$ cat src/rtl/decoder_seq_nx.sv
// ---------------------------------------------------------------------------
// decoder_seq_nx
//
// Registered one-hot decoder with sequencing. SEL_W-bit indices drive OUT_N
// one-hot outputs in one of two modes:
//   - direct : a loaded index is latched and decoded
//   - scan   : the index steps round-robin, one step every div+1 cycles
//
// Optional feature macro: DECODER_ERR_EN
//   When defined, adds a sticky 'err' output that is raised by an
//   out-of-range load in direct mode and cleared by reset or a return to
//   IDLE. When undefined, the port does not exist and out-of-range loads
//   only blank the output.
//
// All outputs come straight from flops. The reset is asynchronous and
// active-high, so outputs clear as soon as rst rises.
// ---------------------------------------------------------------------------
module decoder_seq_nx #(
    parameter int SEL_W = 4,
    parameter int OUT_N = 16,
    parameter int DIV_W = 8
) (
    input  logic             clk,
    input  logic             rst,
    input  logic             en,
    input  logic             mode,
    input  logic [SEL_W-1:0] sel,
    input  logic             load,
    input  logic [DIV_W-1:0] div,
    output logic [OUT_N-1:0] dout,
    output logic [SEL_W-1:0] idx,
    output logic             valid,
    output logic             wrap
`ifdef DECODER_ERR_EN
    ,
    output logic             err
`endif
);

    // -----------------------------------------------------------------------
    // Types and constants
    // -----------------------------------------------------------------------
    typedef enum logic [1:0] {
        ST_IDLE   = 2'd0,
        ST_DIRECT = 2'd1,
        ST_SCAN   = 2'd2
    } state_t;

    // OUT_N held one bit wider than an index so OUT_N == 2^SEL_W still fits
    localparam logic [SEL_W:0]   LP_OUT_N   = (SEL_W+1)'(OUT_N);
    // Highest legal index; the scan wraps back to zero after it
    localparam logic [SEL_W-1:0] LP_LAST    = SEL_W'(OUT_N - 1);
    localparam logic [SEL_W-1:0] LP_IDX_0   = SEL_W'(0);
    localparam logic [SEL_W-1:0] LP_IDX_1   = SEL_W'(1);
    localparam logic [DIV_W-1:0] LP_PRE_0   = DIV_W'(0);
    localparam logic [DIV_W-1:0] LP_PRE_1   = DIV_W'(1);
    localparam logic [OUT_N-1:0] LP_DOUT_0  = OUT_N'(0);

    // -----------------------------------------------------------------------
    // Helper: one-hot decode of an index. An index at or above OUT_N shifts
    // the single set bit out of range and yields all-zero, which is also
    // the safe value for a blanked output.
    // -----------------------------------------------------------------------
    function automatic logic [OUT_N-1:0] f_onehot(input logic [SEL_W-1:0] i_val);
        logic [OUT_N-1:0] v_one;
        v_one = OUT_N'(1);
        return v_one << i_val;
    endfunction

    // -----------------------------------------------------------------------
    // Registers
    // -----------------------------------------------------------------------
    state_t           r_state;
    logic [OUT_N-1:0] r_dout;
    logic [SEL_W-1:0] r_idx;
    logic             r_valid;
    logic             r_wrap;
    logic [DIV_W-1:0] r_pre;

    // -----------------------------------------------------------------------
    // Combinational next values
    // -----------------------------------------------------------------------
    state_t           w_state_nxt;
    logic [OUT_N-1:0] w_dout_nxt;
    logic [SEL_W-1:0] w_idx_nxt;
    logic             w_valid_nxt;
    logic             w_wrap_nxt;
    logic [DIV_W-1:0] w_pre_nxt;

    logic             w_entry;     // the coming edge changes state
    logic             w_sel_ok;    // sel addresses an existing output
    logic             w_step;      // prescaler has reached the step period
    logic [SEL_W-1:0] w_idx_adv;   // index after one round-robin advance

    // -----------------------------------------------------------------------
    // FSM: next state is purely a function of en/mode; en low always wins
    // -----------------------------------------------------------------------
    always_comb begin
        w_state_nxt = ST_IDLE;
        if (!en) begin
            w_state_nxt = ST_IDLE;
        end else if (mode) begin
            w_state_nxt = ST_SCAN;
        end else begin
            w_state_nxt = ST_DIRECT;
        end
    end

    // Helpers: entry detection, range check and the scan advance value
    always_comb begin
        w_entry  = (w_state_nxt != r_state);
        w_sel_ok = ({1'b0, sel} < LP_OUT_N);
        // div is sampled at every compare; a lowered div below the running
        // prescaler value is only matched after the prescaler rolls over
        w_step   = (r_pre == div);
        if (r_idx == LP_LAST) begin
            w_idx_adv = LP_IDX_0;
        end else begin
            w_idx_adv = r_idx + LP_IDX_1;
        end
    end

    // Datapath next values, selected by the state being entered or held
    always_comb begin
        w_dout_nxt  = r_dout;
        w_idx_nxt   = r_idx;
        w_valid_nxt = r_valid;
        w_wrap_nxt  = 1'b0;
        w_pre_nxt   = LP_PRE_0;
        case (w_state_nxt)
            ST_IDLE: begin
                w_dout_nxt  = LP_DOUT_0;
                w_idx_nxt   = LP_IDX_0;
                w_valid_nxt = 1'b0;
            end
            ST_DIRECT: begin
                // Arriving from another state the output stays blank until
                // a load; a load on the entry edge is taken immediately
                if (w_entry) begin
                    w_dout_nxt  = LP_DOUT_0;
                    w_valid_nxt = 1'b0;
                end else begin
                    w_dout_nxt  = r_dout;
                    w_valid_nxt = r_valid;
                end
                if (load) begin
                    if (w_sel_ok) begin
                        w_idx_nxt   = sel;
                        w_dout_nxt  = f_onehot(sel);
                        w_valid_nxt = 1'b1;
                    end else begin
                        // Out of range: blank, keep the last good index
                        w_dout_nxt  = LP_DOUT_0;
                        w_valid_nxt = 1'b0;
                    end
                end else begin
                    w_idx_nxt = r_idx;
                end
            end
            ST_SCAN: begin
                if (w_entry) begin
                    // Any mid-period state from before is discarded
                    w_idx_nxt   = LP_IDX_0;
                    w_dout_nxt  = f_onehot(LP_IDX_0);
                    w_valid_nxt = 1'b1;
                    w_pre_nxt   = LP_PRE_0;
                    w_wrap_nxt  = 1'b0;
                end else if (w_step) begin
                    w_idx_nxt   = w_idx_adv;
                    w_dout_nxt  = f_onehot(w_idx_adv);
                    w_valid_nxt = 1'b1;
                    w_pre_nxt   = LP_PRE_0;
                    // Pulse only when an advance lands on zero
                    w_wrap_nxt  = (w_idx_adv == LP_IDX_0);
                end else begin
                    w_pre_nxt   = r_pre + LP_PRE_1;
                    w_valid_nxt = 1'b1;
                end
            end
            default: begin
                w_dout_nxt  = LP_DOUT_0;
                w_idx_nxt   = LP_IDX_0;
                w_valid_nxt = 1'b0;
                w_wrap_nxt  = 1'b0;
                w_pre_nxt   = LP_PRE_0;
            end
        endcase
    end

    // State register
    always_ff @(posedge clk or posedge rst) begin
        if (rst) begin
            r_state <= ST_IDLE;
        end else begin
            r_state <= w_state_nxt;
        end
    end

    // Output and prescaler registers
    always_ff @(posedge clk or posedge rst) begin
        if (rst) begin
            r_dout  <= LP_DOUT_0;
            r_idx   <= LP_IDX_0;
            r_valid <= 1'b0;
            r_wrap  <= 1'b0;
            r_pre   <= LP_PRE_0;
        end else begin
            r_dout  <= w_dout_nxt;
            r_idx   <= w_idx_nxt;
            r_valid <= w_valid_nxt;
            r_wrap  <= w_wrap_nxt;
            r_pre   <= w_pre_nxt;
        end
    end

`ifdef DECODER_ERR_EN
    // -----------------------------------------------------------------------
    // Sticky out-of-range flag
    // -----------------------------------------------------------------------
    logic r_err;
    logic w_err_nxt;

    // Set on a taken out-of-range load, cleared only by going to IDLE
    always_comb begin
        w_err_nxt = r_err;
        if (w_state_nxt == ST_IDLE) begin
            w_err_nxt = 1'b0;
        end else if ((w_state_nxt == ST_DIRECT) && load && !w_sel_ok) begin
            w_err_nxt = 1'b1;
        end else begin
            w_err_nxt = r_err;
        end
    end

    // Error flag register
    always_ff @(posedge clk or posedge rst) begin
        if (rst) begin
            r_err <= 1'b0;
        end else begin
            r_err <= w_err_nxt;
        end
    end

    assign err = r_err;
`endif

    // -----------------------------------------------------------------------
    // Outputs
    // -----------------------------------------------------------------------
    assign dout  = r_dout;
    assign idx   = r_idx;
    assign valid = r_valid;
    assign wrap  = r_wrap;

endmodule

$ cat config.mk
export PLATFORM = sky130hd
export DESIGN_NAME = decoder_seq_nx
export DESIGN_NICKNAME = d
export VERILOG_FILES = /design/src/rtl/decoder_seq_nx.sv
export SDC_FILE = /design/constraint.sdc
export NUM_CORES = 1
export LEC_CHECK = 0
export CORE_MARGIN = 2
export CORE_UTILIZATION = 40
export CTS_BUF_LIST = sky130_fd_sc_hd__clkbuf_16
export DETAILED_ROUTE_END_ITERATION = 10
export GPL_TIMING_DRIVEN = 0
export PLACE_DENSITY = 0.65
export SYNTH_ARGS = -nofsm -noshare
export SYNTH_HDL_FRONTEND = slang
export SYNTH_SLANG_ARGS = --single-unit
export TNS_END_PERCENT = 20
$ cat constraint.sdc
create_clock -name clk -period 4.54 [get_ports clk]
set_input_delay 0.681 -clock clk [delete_from_list [all_inputs] [get_ports clk]]
set_output_delay 0.681 -clock clk [all_outputs]
set_load 0.005 [all_outputs]
Yosys cells after proc, flatten, opt, wreduce, memory -nomap -nowiden

Index checks and enable logic that the tools add are counted.
W data, S select, Z words.

Register bits after elaboration: 32
Input bits: 17
Output and inout bits: 22
Logic and storage cells: 42

$add $sub $neg: 2
Equality and inequality tests: 8
Shifts and indexed selects: 2
Mux-type cells: 21
Reduce and logical (&&, ||, !) cells: 3

Operators with widths:

| operator               | number |
|---|---|
| $mux W16               | 4 |
| $pmux W16 S2           | 1 |
| $shl A1 B4 Y16 const A | 2 |
| $mux W8                | 3 |
| $mux W4                | 4 |
| $add A8 B1 Y8 const B  | 1 |
| $eq A8 B8 Y1           | 1 |
| $pmux W4 S2            | 1 |
| $ne A3 B3 Y1 const B   | 2 |
| $mux W1                | 5 |
| $add A4 B1 Y4 const B  | 1 |
| $eq A4 B4 Y1 const B   | 1 |
| $logic_not A4 Y1       | 1 |
| $mux W2                | 2 |
| $reduce_and A2 Y1      | 2 |
| $eq A2 B1 Y1 const B   | 1 |
| $eq A2 B2 Y1 const B   | 1 |
| $ne A2 B2 Y1           | 1 |
| $ne A2 B2 Y1 const B   | 1 |
| $pmux W1 S2            | 1 |

Depth between registers and ports, before layout

Gate-level depths: netlist (run 1).

Word-level depth: 6
Gate-level depth with buffers: 6
Gate-level depth less buffers: 6

Worst setup path before layout (run 1)

Ideal clock, no wire load.

Path kind: input to register
Start point: input port mode
End point: register r_dout[12] (netlist: dout[12])
Arrival time: 1883 ps
Data required time: 4415 ps
Slack: 2532 ps
Stages on the path: 5
Buffers on the path: 2
Path through: nand2b_1 > clkbuf_2 > o41ai_4 > buf_12 > mux2_4

Longest elaborated chain between the ends: 5
Elaborated cells on any way between the ends: 10
Classes of those cells: eq/ne: 5; mux: 4; reduce/logical: 1

Ends and longest elaborated chain:

| what                                              | line | RTL |
|---|---|---|
| start: declaration                                | 26   | `input logic mode,` |
| $mux W2 *                                         | 102  | `end else if (mode) begin` |
| $mux W2 *                                         | 100  | `if (!en) begin` |
| $ne A2 B2 Y1 (tied with other cells)              | 111  | `w_entry = (w_state_nxt != r_state);` |
| $mux W16 or $ne A3 B3 Y1 (tied branches)          | -    |  |
| $pmux W16 S2 or $reduce_and A2 Y1 (tied branches) | -    |  |
| end signal: assignment                            | 208  | `r_dout <= w_dout_nxt;` |
| end: declaration                                  | 74   | `logic [OUT_N-1:0] r_dout;` |

Every way passes the cells marked *; elsewhere a longest branch is shown, timed or not.
A chain may end at the register's enable or synchronous reset.

Worst setup path in the final report (run 1)

Ends and elaborated chain as after synthesis.

==> results_dict.tcl, run 1 <==
set metrics [dict create \
    status "finished, final reports clean" \
    max_slew.worst_pin.slew_ns 0.6777 \
    start_util_pct 42.18 \
    netlist_area_sq_um 1862 \
    overflow 0 \
    cts_hold_buf 0 \
    hold_viol 0 \
    pwr-share-seq_pct 42.4 \
    antenna_found_initial 0 \
    worst-path-max-fanout 10 \
    drc 0 \
    ys_seq_area_share_pct 43.01 \
    crit_type "in2reg" \
    p_sw_share_pct 23.82 \
    drv_cap 0 \
    slew_headroom_pct 54.66 \
    path_cells "clkdlybuf4s50_1 -> nand2b_1 -> clkbuf_2 -> o41ai_4 -> buf_12 -> mux2_4" \
    finalWirelength_mm 4.358 \
    fillers 387 \
    cp_top_family "buffers and inverters" \
    nNetsFinal 243 \
    critPathArrivalTime_ns 2.64 \
    place.gp.congestion 0.8715 \
    p_switching_mw 0.1679 \
    dp_slack_ns 1.800 \
    ir_drop_uv 135.5 \
    holdPathStages 1 \
    yosys_warnings 0 \
    setup_viol 0 \
    dr.first_iter.drc_count 104 \
    hp-class "reg2reg" \
    mostFrequentLayoutCells "clkdlybuf4s50_1, dfrtp_1, o22ai_1" \
    grt_setup_unrepaired "no" \
    grt_pass1_wl_mm 7.169 \
    dr.pass1.iters 4 \
    leakagePower_nw 1.094 \
    critPathCaptureType "flip-flop" \
    ant_nets 0 \
    min_period_ns 2.480 \
    syn_area_per_cell_sq_um 10.64 \
    clock-sinks 32 \
    cpPeakStageDelay_ns 0.57 \
    cp_slowest_cell "o41ai_4" \
    drive_above_1_share_pct 14.48 \
    worstRegToRegCells 6 \
    powerDensity_nw_per_um2 286.1 \
    r2r-end "dout[5]" \
    die_y_um 72.23 \
    cts_resized 0 \
    htree_levels 2 \
    cts_buffer_depth 2 \
    cts_made_buffers 5 \
    worst-path-buf-inv 3 \
    pwr-share-comb_pct 13.3 \
    grt.total_usage_pct 17.68 \
    num_vias 1519 \
    r2r_slack_ns 2.38 \
    die-area_sq_um 5216 \
    grt_max_degree 33 \
    syn_nets 198 \
    max_freq_mhz 403.2 \
    pwr-share-clk_pct 44.4 \
    skew_ns 0.004518 \
    cp.required_ns 4.70 \
    mostFrequentLayoutCell "clkdlybuf4s50_1" \
    synth_cells 175 \
    cts_setup_buffers 0 \
    syn_to_final_growth_pct 32.33 \
    cts_tree "yes" \
    post-route-period-util_pct 54.64 \
    synth_seq_cells 32 \
    drv_slew 0 \
    synth.distinct_cells 43 \
    viasPerCell 5.564 \
    holdPathEnd "dout[7]" \
    first_global_vias 1479 \
    coreArea_sq_um 4414 \
    p_total_mw 0.7048 \
    io_buffers 37 \
    tns_ns 0 \
    clkTransAtPathRegs_ns 0.05 \
    intPower_mw 0.5369 \
    critPathLaunchType "primary input" \
    die_w_um 72.23 \
    routedWlPerCell_um 15.96 \
    hpwl_mm 3.264 \
    insertion_delay_ns 0.27 \
    row_count 24 \
    hp-start "dout[7]" \
    fin_ws_ns 2.060 \
    r2r-start "idx[0]" \
    cts_root_buffer "clkbuf_16" \
    antenna_cells 0 \
    ioPinCount 39 \
]
-- metal layers --
metal / routed length [um] / vias up / track usage (%)
li1: - / 723 / -
met1: 2170 / 735 / 25.67
met3: 244 / 7 / 4.444
met5: 0 / - / 0
met4: 68 / 0 / 5.241
met2: 1874 / 54 / 26.10
-- cell usage after synthesis (all sizes together) --
| cell type | n | share of area, % |
|---|---|---|
| o41ai | 1 | 1.5 |
| ha | 6 | 4.0 |
| xnor2 | 3 | 1.4 |
| clkbuf | 3 | 0.67 |
| a41o | 1 | 0.60 |
| nor2 | 11 | 2.2 |
| o31a | 2 | 0.94 |
| nand4 | 3 | 1.0 |
| a32oi | 1 | 0.47 |
| nand2 | 8 | 1.6 |
| nor3 | 1 | 0.27 |
| a31oi | 2 | 1.0 |
| mux2i | 2 | 1.1 |
| buf | 4 | 1.9 |
| nand3 | 4 | 1.1 |
| and3b | 1 | 0.47 |
| mux2 | 15 | 11 |
| or2 | 1 | 0.34 |
| o2bb2ai | 1 | 0.47 |
| nor3b | 1 | 0.40 |
| or4b | 1 | 0.54 |
| o31ai | 1 | 0.40 |
| inv | 10 | 2.0 |
| o21ai | 5 | 1.3 |
| o211ai | 1 | 0.40 |
| a2bb2oi | 2 | 0.94 |
| and3 | 5 | 1.7 |
| and2 | 3 | 1.0 |
| or3 | 3 | 1.0 |
| nor2b | 2 | 0.67 |
| a21oi | 4 | 1.1 |
| dfrtp | 32 | 43 |
| xor2 | 11 | 5.2 |
| nand2b | 5 | 1.7 |
| o22a | 1 | 0.47 |
| o22ai | 15 | 5.0 |
| o21a | 1 | 0.40 |
| a22oi | 2 | 0.81 |
-- worst max path at each step --
stage          start        to  depth (start not counted)
6_report        mode  dout[12]                          6
5_1_grt         mode   dout[3]                          6
4_1_cts         mode  dout[12]                          6
3_5_place_dp    mode  dout[15]                          6
3_3_place_gp    mode   dout[3]                          6
2_1_floorplan   mode  dout[12]                          5
-- final cells by class --
cell class	count	area (sq um)	share of cell area (%)
timing repair buffer	38	397.9	16.15
clock buffer	5	125.1	5.079
inverter	10	37.54	1.524
buffer	7	47.55	1.930
sequential	32	800.8	32.50
multi-input combinational	126	975.9	39.61
tap	52	65.06	2.641
clock inverter	3	13.76	0.5587
-- power by group through the flow --
stage | Clock (mW) | Sequential, mW | Combinational, mW
3_5_place_dp | 0 | 0.303 | 0.0895
4_1_cts | 0.319 | 0.299 | 0.0900
6_report | 0.313 | 0.299 | 0.0935
3_3_place_gp | 0 | 0.303 | 0.0878
5_1_grt | 0.331 | 0.300 | 0.103
2_1_floorplan | 0 | 0.303 | 0.0503
-- state kept, by name, summed over array words and instances (netlist names) --
name / count
r_state: 2
idx: 4
dout: 16
wrap: 1
r_pre: 8
valid: 1
-- stage by stage --
stage / instances / cell area (sq um) / hold WS [ns] / utilization, %
after floorplan: 175 / 1862 / 0.4823 / -
final: 273 / 2464 / 0.4983 / 55.81
after global placement: 264 / 2297 / 0.4909 / 52.04
after CTS: 272 / 2436 / 0.5062 / 55.19
after global routing: 273 / 2464 / 0.5128 / 55.81
after detailed placement: 264 / 2297 / 0.4942 / 52.04
-- worst reg2reg max path: cells and delay by family (launching register included) --
family / cells / cell delay, ns
flops: 1 / 0.49
compound gates: 3 / 0.70
mux: 1 / 0.30
simple gates: 1 / 0.20
fa+ha+maj: 1 / 0.35
-- logic make-up (layout without fill, tap and decap cells) --
kind of cell               Yosys count  count (layout)  synth area share (%)
DFF                                 32              32                 43.01
muxes                               17              17                 11.96
AOI/OAI and AO/OA                   40              40                 15.86
buffers and inverters               17              63                 4.570
adders and majority gates            6               6                 4.032
xor gates and xnor gates            14              14                 6.586
and+or+nand+nor                     49              49                 13.98
(Power assumes the default switching activity.)
==> inputs of run 2 (changes only) <==
- clock period: 4.54 -> 2.5 ns (I/O delays scaled with it)
==> results of run 2 <==
Same layout as run 1 (identical final DEF). Status: finished, final reports clean.
Main changes from that run: setup slack after placement 1.800 ns -> 0.06580 ns; setup slack after layout 2.060 ns -> 0.3256 ns; hold slack 0.4983 ns -> 0.3730 ns; register-to-register setup slack 2.38 ns -> 0.34 ns; total power 0.7048 mW -> 1.280 mW; worst IR drop on VDD 135.5 uV -> 246.1 uV
==> inputs of run 3 (changes only) <==
- GPL_TIMING_DRIVEN: 0 -> default
- SLEW_MARGIN: default -> 20
==> results_dict.tcl, run 3 (same netlist as run 1, synthesis figures left out) <==
set metrics [dict create \
    met2_usage_pct 27.42 \
    cp_top_family "compound AO/OA/AOI/OAI gates" \
    die_y_um 72.23 \
    cts_root_buffer "clkbuf_16" \
    cp_num_cells 6 \
    coreArea_sq_um 4414 \
    ir_drop_uv 233.1 \
    fin_util_pct 55.61 \
    tns_ns 0 \
    cts_buffer_depth 2 \
    cpPeakStageDelay_ns 0.48 \
    setup_viol 0 \
    cts_setup_buffers 0 \
    cp.required_ns 2.66 \
    worst-path-max-fanout 9 \
    drive_above_1_share_pct 14.93 \
    dr.pass1.iters 4 \
    critPathCaptureType "flip-flop" \
    die_w_um 72.23 \
    grt_pass1_wl_mm 7.314 \
    mostFrequentLayoutCell "clkdlybuf4s50_1" \
    first_global_vias 1481 \
    met1_usage_pct 26.09 \
    grt_max_degree 33 \
    drc 0 \
    syn_to_final_growth_pct 31.85 \
    powerDensity_nw_per_um2 519.4 \
    cts_made_buffers 5 \
    start_util_pct 42.18 \
    num_vias 1499 \
    cts_hold_buf 0 \
    min_period_ns 2.182 \
    hp-class "in2async" \
    crit_type "reg2reg" \
    grt_use_met3_pct 4.306 \
    grt.total_usage_pct 18.20 \
    slew_headroom_pct 55.08 \
    leakagePower_nw 1.096 \
    die-area_sq_um 5216 \
    grt_setup_unrepaired "no" \
    drv_cap 0 \
    overflow 0 \
    hpwl_mm 3.372 \
    drv_slew 0 \
    io_buffers 38 \
    ant_nets 0 \
    critPathLaunchType "flip-flop" \
    path_cells "ha_1 -> nand2b_1 -> o21ai_1 -> o21ai_0 -> o22ai_1 -> mux2_4" \
    worstRegToRegCells 6 \
    cp_slowest_cell "dfrtp_1" \
    row_count 24 \
    viasPerCell 5.491 \
    cts_tree "yes" \
    antenna_found_initial 0 \
    htree_levels 2 \
    worst-path-buf-inv 0 \
    grt-busiest-layer "met2" \
    stdcell_count 273 \
    cts_resized 0 \
    status "finished, final reports clean" \
    dp.cells 264 \
    finalWirelength_mm 4.430 \
    clock-sinks 32 \
    skew_ns 0.003400 \
    dr.first_iter.drc_count 112 \
    post-route-period-util_pct 87.29 \
    critPathArrivalTime_ns 2.34 \
    place.gp.congestion 0.8006 \
    hold_viol 0 \
    antenna_cells 0 \
    routedWlPerCell_um 16.23 \
    ioPinCount 39 \
    insertion_delay_ns 0.27 \
    max_freq_mhz 458.3 \
    clkTransAtPathRegs_ns 0.05 \
    nNetsFinal 243 \
    max_slew.worst_pin.slew_ns 0.6716 \
    largest_reg_flops 16 \
    mostFrequentLayoutCells "clkdlybuf4s50_1, dfrtp_1, o22ai_1" \
]
## run 3: changes by cell type in the layout (fill, tap and decap cells not counted), sizes merged
| cell | delta |
|---|---|
| clkinv | -1 |
| buf | +2 |
| clkdlybuf4s50 | +1 |
| clkbuf | -3 |
| inv | +1 |
## run 3: final cells by class
| cell class | instances | area [sq um] |
|---|---|---|
| fill | 378 | 1959 |
| multi-input combinational | 126 | 975.9 |
| sequential | 32 | 800.8 |
| timing repair buffer | 45 | 436.7 |
| clock buffer | 5 | 125.1 |
| tap | 52 | 65.06 |
| inverter | 10 | 37.54 |
| clock inverter | 3 | 13.76 |
## run 3: tightest hold or removal path, delay by kind of cell
kind / cells / cell delay, ns
buf+inv: 3 / 0.80
## run 3: worst paths after layout
check                      startpoint        to  slack, ns
max                            idx[0]   dout[4]       0.32
min                               rst  r_pre[7]       0.49
max reg2reg                    idx[0]   dout[4]       0.32
min reg2reg                   dout[1]   dout[1]       0.51
max in group asynchronous         rst   dout[3]       1.72
min in group clk              dout[1]   dout[1]       0.51
## run 3: layer usage
layer	wire (um)	vias to the layer above
li1	-	721
met1	2030	715
met2	2052	59
met3	303	4
met4	43	0
met5	0	-
## run 3: where the power goes
part	internal, mW	total, mW	switching (mW)
clock network	0.361	0.566	0.205
registers	0.530	0.547	0.0163
logic	0.0831	0.163	0.0796
## run 3: per-stage QoR
step / hold WS (ns) / cell area [sq um] / total power, mW / setup WS, ns
after global routing: 0.5272 / 2455 / 1.330 / 0.1209
after detailed placement: 0.5018 / 2305 / 0.7153 / -0.07262
after floorplan: 0.4823 / 1862 / 0.6409 / 0.7123
final: 0.4860 / 2455 / 1.275 / 0.3179
after global placement: 0.4915 / 2305 / 0.7111 / 0.02361
after CTS: 0.5122 / 2444 / 1.283 / 0.2023
